### config.mk
export PLATFORM = sky130hd
export DESIGN_NAME = async_fifo_wr_arb
export DESIGN_NICKNAME = d
export VERILOG_FILES = /design/src/rtl/async_fifo_arb_pkg.sv /design/src/rtl/async_fifo_wr_arb_rr_arbiter.sv /design/src/rtl/async_fifo_wr_arb.sv
export SDC_FILE = /design/constraint.sdc
export NUM_CORES = 1
export LEC_CHECK = 0
export CAP_MARGIN = 40
export CELL_PAD_IN_SITES_DETAIL_PLACEMENT = 1
export CELL_PAD_IN_SITES_GLOBAL_PLACEMENT = 2
export CORE_ASPECT_RATIO = 1.75
export CORE_MARGIN = 10
export CORE_UTILIZATION = 18
export DETAILED_ROUTE_END_ITERATION = 10
export PLACE_DENSITY_LB_ADDON = 0.1
export SYNTH_ARGS = -nofsm -noshare
export SYNTH_HDL_FRONTEND = slang
export SYNTH_SLANG_ARGS = --single-unit
### constraint.sdc
create_clock -name clk_i -period 3 [get_ports clk_i]
set_input_delay 0.3 -clock clk_i [delete_from_list [all_inputs] [get_ports clk_i]]
set_output_delay 0.3 -clock clk_i [all_outputs]
set_load 0.01 [all_outputs]
### src/rtl/async_fifo_arb_pkg.sv
// -----------------------------------------------------------------------------
// async_fifo_arb_pkg
// Shared types and helpers for the async FIFO write-side arbiter family.
//   - arb_state_e      : packet-arbiter FSM states
//   - rr_select()      : round-robin index search (up to RR_MAX_REQ requesters)
//   - beat_cnt_width() : width of a beat counter that can hold 0..max_beats
//   - FIFO word layout : {id, last, data} field positions and total width
// No ports (package).
// -----------------------------------------------------------------------------
package async_fifo_arb_pkg;

    typedef enum logic [0:0] {
        IDLE  = 1'b0,
        GRANT = 1'b1
    } arb_state_e;

    localparam int RR_MAX_REQ = 16;
    localparam int RR_IDX_W   = 4;

    // Counter must represent MAX_BEATS itself, hence the +1.
    function automatic int beat_cnt_width(input int max_beats);
        return $clog2(max_beats + 1);
    endfunction

    // FIFO word is packed as {id, last, data}.
    function automatic int fifo_word_width(input int data_w, input int id_w);
        return data_w + id_w + 1;
    endfunction

    function automatic int last_bit_pos(input int data_w);
        return data_w;
    endfunction

    function automatic int id_lsb_pos(input int data_w);
        return data_w + 1;
    endfunction

    // First set bit of valid, searching ptr, ptr+1, ... modulo num_req.
    // Returns 0 when nothing is valid; callers qualify with their own found flag.
    function automatic logic [RR_IDX_W-1:0] rr_select(
        input logic [RR_MAX_REQ-1:0] valid,
        input logic [RR_IDX_W-1:0]   ptr,
        input int                    num_req
    );
        logic [RR_IDX_W-1:0] sel;
        logic                found;
        int                  idx;
        sel   = {RR_IDX_W{1'b0}};
        found = 1'b0;
        for (int i = 0; i < RR_MAX_REQ; i++) begin
            idx = int'(ptr) + i;
            if (idx >= num_req) begin
                idx = idx - num_req;
            end else begin
                idx = idx;
            end
            if ((i < num_req) && !found && valid[idx[RR_IDX_W-1:0]]) begin
                sel   = idx[RR_IDX_W-1:0];
                found = 1'b1;
            end else begin
                sel   = sel;
                found = found;
            end
        end
        return sel;
    endfunction

endpackage

### src/rtl/async_fifo_wr_arb_rr_arbiter.sv
// -----------------------------------------------------------------------------
// rr_arbiter
// Combinational round-robin priority select, reusable by any block that shares
// a resource between up to 16 requesters.
//   valid_i [N]     : request vector
//   ptr_i   [IDX_W] : highest-priority index for this round
//   idx_o   [IDX_W] : selected index (meaningful only when found_o=1)
//   found_o         : at least one request is valid
// -----------------------------------------------------------------------------
module rr_arbiter
    import async_fifo_arb_pkg::*;
#(
    parameter int N     = 4,
    parameter int IDX_W = 2
) (
    input  logic [N-1:0]     valid_i,
    input  logic [IDX_W-1:0] ptr_i,
    output logic [IDX_W-1:0] idx_o,
    output logic             found_o
);

    logic [RR_MAX_REQ-1:0] valid_ext_s;

    // Zero-extend the request vector to the search width of rr_select.
    always_comb begin
        valid_ext_s          = {RR_MAX_REQ{1'b0}};
        valid_ext_s[N-1:0]   = valid_i;
    end

    assign idx_o   = IDX_W'(rr_select(valid_ext_s, RR_IDX_W'(ptr_i), N));
    assign found_o = |valid_i;

endmodule

### src/rtl/async_fifo_wr_arb.sv
// -----------------------------------------------------------------------------
// async_fifo_wr_arb
// Packet-granular round-robin arbiter sharing one async FIFO write port between
// NUM_REQ requesters in the write-clock domain. A grant is held from first to
// last beat; packets longer than MAX_BEATS are cut with a forced last.
//   clk_i, reset_i          : write clock, synchronous active-high reset
//   req_valid/last/data_i   : per-requester beat stream (data k at k*DATA_WIDTH)
//   req_ready_o             : per-requester beat accept
//   fifo_wr_en_o/wdata_o    : FIFO write port, word = {id, last, data}
//   fifo_wfull/walmost_full : FIFO status
//   grant_o                 : one-hot owner, zero when idle
//   busy_o                  : packet in progress
//   overlen_o               : one-cycle pulse after a forced release
// -----------------------------------------------------------------------------
module async_fifo_wr_arb
    import async_fifo_arb_pkg::*;
#(
    parameter int NUM_REQ    = 4,
    parameter int DATA_WIDTH = 16,
    parameter int ID_WIDTH   = 2,
    parameter int MAX_BEATS  = 16
) (
    input  logic                          clk_i,
    input  logic                          reset_i,
    input  logic [NUM_REQ-1:0]            req_valid_i,
    input  logic [NUM_REQ-1:0]            req_last_i,
    input  logic [NUM_REQ*DATA_WIDTH-1:0] req_data_i,
    output logic [NUM_REQ-1:0]            req_ready_o,
    output logic                          fifo_wr_en_o,
    output logic [DATA_WIDTH+ID_WIDTH:0]  fifo_wdata_o,
    input  logic                          fifo_wfull_i,
    input  logic                          fifo_walmost_full_i,
    output logic [NUM_REQ-1:0]            grant_o,
    output logic                          busy_o,
    output logic                          overlen_o
);

    localparam int CNT_W    = beat_cnt_width(MAX_BEATS);
    localparam int WORD_W   = fifo_word_width(DATA_WIDTH, ID_WIDTH);
    localparam int LAST_POS = last_bit_pos(DATA_WIDTH);
    localparam int ID_LSB   = id_lsb_pos(DATA_WIDTH);

    arb_state_e              state_q, state_d;
    logic [NUM_REQ-1:0]      grant_q, grant_d;
    logic [ID_WIDTH-1:0]     owner_q, owner_d;
    logic [ID_WIDTH-1:0]     rr_ptr_q, rr_ptr_d;
    logic [CNT_W-1:0]        beat_cnt_q, beat_cnt_d;
    logic                    overlen_q, overlen_d;

    logic [ID_WIDTH-1:0]     win_idx_s;
    logic                    win_found_s;
    logic                    owner_valid_s;
    logic                    owner_last_s;
    logic [DATA_WIDTH-1:0]   owner_data_s;
    logic                    eff_last_s;
    logic [WORD_W-1:0]       wdata_s;

    rr_arbiter #(
        .N     (NUM_REQ),
        .IDX_W (ID_WIDTH)
    ) u_rr_arbiter (
        .valid_i (req_valid_i),
        .ptr_i   (rr_ptr_q),
        .idx_o   (win_idx_s),
        .found_o (win_found_s)
    );

    // Owner's beat fields selected by the one-hot grant (AND-OR mux).
    always_comb begin
        owner_data_s = {DATA_WIDTH{1'b0}};
        for (int k = 0; k < NUM_REQ; k++) begin
            owner_data_s = owner_data_s |
                           (req_data_i[k*DATA_WIDTH +: DATA_WIDTH] & {DATA_WIDTH{grant_q[k]}});
        end
    end

    assign owner_valid_s = |(req_valid_i & grant_q);
    assign owner_last_s  = |(req_last_i & grant_q);
    // Forced last when the beat being presented is the MAX_BEATS-th of the packet.
    assign eff_last_s    = owner_last_s | (beat_cnt_q == CNT_W'(MAX_BEATS - 1));

    // FSM next state, beat counter, handshakes and FIFO word.
    always_comb begin
        state_d      = state_q;
        grant_d      = grant_q;
        owner_d      = owner_q;
        rr_ptr_d     = rr_ptr_q;
        beat_cnt_d   = beat_cnt_q;
        overlen_d    = 1'b0;
        req_ready_o  = {NUM_REQ{1'b0}};
        fifo_wr_en_o = 1'b0;
        wdata_s      = {WORD_W{1'b0}};
        case (state_q)
            IDLE: begin
                // Almost-full gates only the start of a packet.
                if (win_found_s && !fifo_walmost_full_i) begin
                    state_d    = GRANT;
                    grant_d    = NUM_REQ'(1) << win_idx_s;
                    owner_d    = win_idx_s;
                    beat_cnt_d = {CNT_W{1'b0}};
                end else begin
                    state_d    = IDLE;
                end
            end
            GRANT: begin
                req_ready_o                       = grant_q & {NUM_REQ{~fifo_wfull_i}};
                fifo_wr_en_o                      = owner_valid_s & ~fifo_wfull_i;
                wdata_s[DATA_WIDTH-1:0]           = owner_data_s;
                wdata_s[LAST_POS]                 = eff_last_s;
                wdata_s[ID_LSB +: ID_WIDTH]       = owner_q;
                if (owner_valid_s && !fifo_wfull_i) begin
                    if (eff_last_s) begin
                        state_d    = IDLE;
                        grant_d    = {NUM_REQ{1'b0}};
                        beat_cnt_d = {CNT_W{1'b0}};
                        overlen_d  = ~owner_last_s;
                        if (owner_q == ID_WIDTH'(NUM_REQ - 1)) begin
                            rr_ptr_d = {ID_WIDTH{1'b0}};
                        end else begin
                            rr_ptr_d = owner_q + ID_WIDTH'(1);
                        end
                    end else begin
                        beat_cnt_d = beat_cnt_q + CNT_W'(1);
                    end
                end else begin
                    // Stall or bubble: hold everything.
                    beat_cnt_d = beat_cnt_q;
                end
            end
            default: begin
                state_d    = IDLE;
                grant_d    = {NUM_REQ{1'b0}};
                beat_cnt_d = {CNT_W{1'b0}};
            end
        endcase
    end

    // State and control registers with synchronous reset.
    always_ff @(posedge clk_i) begin
        if (reset_i) begin
            state_q    <= IDLE;
            grant_q    <= {NUM_REQ{1'b0}};
            owner_q    <= {ID_WIDTH{1'b0}};
            rr_ptr_q   <= {ID_WIDTH{1'b0}};
            beat_cnt_q <= {CNT_W{1'b0}};
            overlen_q  <= 1'b0;
        end else begin
            state_q    <= state_d;
            grant_q    <= grant_d;
            owner_q    <= owner_d;
            rr_ptr_q   <= rr_ptr_d;
            beat_cnt_q <= beat_cnt_d;
            overlen_q  <= overlen_d;
        end
    end

    assign fifo_wdata_o = wdata_s;
    assign grant_o      = grant_q;
    assign busy_o       = (state_q == GRANT);
    assign overlen_o    = overlen_q;

endmodule

==> results of run 1 <==
-- area by class of cell --
cell class / instances / share of cell area
Clock buffer: 3 / 0.0278
Tap cell: 90 / 0.0417
Timing Repair Buffer: 113 / 0.411
Inverter: 3 / 0.00417
Multi-Input combinational cell: 144 / 0.402
Sequential cell: 15 / 0.111
Clock inverter: 1 / 0.00185
-- state kept, by name, summed over array words and instances, names as in the netlist --
| register | cells |
|---|---|
| owner_q | 2 |
| overlen_o | 1 |
| grant_o | 4 |
| rr_ptr_q | 2 |
| beat_cnt_q | 5 |
| busy_o | 1 |
-- synthesized netlist by cell type, drive strengths merged, types with 2 or more instances --
master / instances / area (um^2)
a21boi: 17 / 131
a21oi: 7 / 38.8
a22o: 2 / 17.5
a22oi: 36 / 275
and2: 7 / 43.8
and3: 2 / 12.5
buf: 3 / 21.3
clkbuf: 11 / 41.3
dfxtp: 15 / 300
ha: 7 / 87.6
inv: 3 / 11.3
mux2: 3 / 33.8
mux2i: 5 / 50.1
mux4: 2 / 48.8
nand2: 8 / 30.0
nand3: 2 / 15.0
nand3b: 2 / 15.0
nor2: 10 / 37.5
nor2b: 4 / 25.0
nor3: 6 / 41.3
nor4: 2 / 12.5
o21ai: 6 / 30.0
or3: 5 / 36.3
-- where the power goes --
part | switching, W | total (W) | leakage [nW] | internal [W]
Sequential | 0.00000954 | 0.000215 | 0.122 | 0.000205
Clock | 0.0000833 | 0.000261 | 0.0409 | 0.000178
Combinational | 0.0000855 | 0.000233 | 0.728 | 0.000148
Total | 0.000178 | 0.000709 | 0.891 | 0.000531
-- metrics by stage --
stage,utilization,total power (W),hold slack [ps]
global route,0.342,0.000746,512
global placement,0.332,0.000455,481
detailed placement,0.332,0.000455,483
floorplan,-,0.000297,454
CTS,0.342,0.000724,491
finish,0.342,0.000709,485
-- logic make-up after synthesis --
group                    Yosys count  synth area share
AO/OA/AOI/OAI                     75             0.387
AND/OR/NAND/NOR                   51             0.200
buffers and inverters             17            0.0505
flip-flops                        15             0.205
multiplexers                      10            0.0908
adder cells (fa/ha/maj)            7            0.0599
XOR/XNOR                           1           0.00599
-- per-layer routing --
layer | up-vias | part of all wire | track usage
li1 | 890 | - | -
met1 | 855 | 0.37 | 0.123
met2 | 70 | 0.54 | 0.223
met3 | 4 | 0.084 | 0.0306
met4 | 0 | 0.0053 | 0.0224
met5 | - | 0 | 0
-- worst max-delay path: stages (launching register included) --
cell and delay, ps:
dfxtp_1 340, ha_1 220, and3_1 180, ha_1 170, nor3_1 500, nor2b_1 100
clkdlybuf4s50_1 500
-- final timing paths --
kind                                            startpoint                         end  slack (ps)  cells past startpoint
worst min-delay path            beat_cnt_q[3]$_SDFFE_PP0P_  beat_cnt_q[3]$_SDFFE_PP0P_         480                      2
worst max register to register  beat_cnt_q[0]$_SDFFE_PP0P_  beat_cnt_q[2]$_SDFFE_PP0P_         720                      7
worst min register to register  beat_cnt_q[3]$_SDFFE_PP0P_  beat_cnt_q[3]$_SDFFE_PP0P_         480                      2
worst max-delay path            beat_cnt_q[0]$_SDFFE_PP0P_            fifo_wdata_o[16]         440                      6
==> impl_metrics.toml, run 1 <==
[status]
outcome = "finished clean"

[setup_path]
crit_fanout = 6
required_ps = 2700
crit_type = "flip-flop to primary output"
worstSetupEndpointType = "primary output"
startpoint_type = "flip-flop"
worst-endpoint-arrival_ps = 2260

[cells_and_area]
area_growth_pct = 84.9
fin_nets = 363
finalNonFillerCells = 369
n_antenna_cell = 0
final_common_cell = "clkdlybuf4s50_1"
layout_common_cells = "clkdlybuf4s50_1, a22oi_1, a21boi_0, dfxtp_1, nor2_1"
multi_input_area_um2 = 1090
fin_area_um2 = 2700
drive_gt1_frac = 0.0824
fillers = 933
seq_area_um2 = 300

[routing]
wire_per_inst_um = 20.8
drc = 0
vias = 1819
drt_iter0_drc = 58
first_pass_iters = 4
viasPerCell = 4.93
final_antenna_net_count = 0
wl_um = 7680

[cts]
cts_hold_buffers = 0
path_clk_slew_ps = 50
clockRootBuffer = "clkbuf_16"
cts_made_buffers = 3
h-tree-depth = 1
cts_resized = 0
clk_latency_ps = 250
cts_sinks = 15
cts_tree = "done"
post_cts_buffers = 0
clock_path_buffers = 2

[timing]
setup-tns-final_ps = 0
finalHoldViolations = 0
slew_headroom = 0.572
setup_viol = 0
fin_ws_ps = 437
finClkSkew_ps = 3.77
fin_crit_ps = 2560
fin_crit_sh = 0.854
grt_setup_unrepaired = "no"
slew_violations = 0
tightest_slew_ps = 641
clock.fmax_ghz = 0.390

[global_route]
grt_pass1_vias = 1922
grt_max_degree = 23
grt_pass1_wl_um = 11300
grt_antenna_before_repair = 0
grt_usage = 0.118
overflow = 0

[floorplan]
start_util = 0.185
pin_count = 106
core_um2 = 7910
dieArea_um2 = 12300
die-width_um = 88.1
die_h_um = 139
row_count = 43

[synthesis]
ys_ff_latch = 15
syn-cell-area_um2 = 1460
async_flop_share = 0
synthFlopType = "dfxtp_1"
synth_seq_area_share = 0.205
ys_types = 44
synth_edf_count = 0
syn_nets = 259
avgSynthCellArea_um2 = 8.30
yosys_warnings = 0
synth_cells = 176

[placement]
dp_cells = 365
port_buffers = 105
gp_congestion = 0.778
dp_slack_ps = 607
placed_area_um2 = 2620
hpwl_um = 6370

[flow_run]
max_cap_violations = 0

[hold_path]
hold_class = "flip-flop to flip-flop"

[power]
leakage_nw = 0.891
p_per_area_nw_per_um2 = 262
ir_drop_uv = 241
Note: power is estimated with default switching activity, not from simulation.
==> run 2, diff against run 1 <==
GPL_ROUTABILITY_DRIVEN = 1   (was not set)
==> results of run 2 <==
Final layout, timing and power as in run 1 (identical DEF).
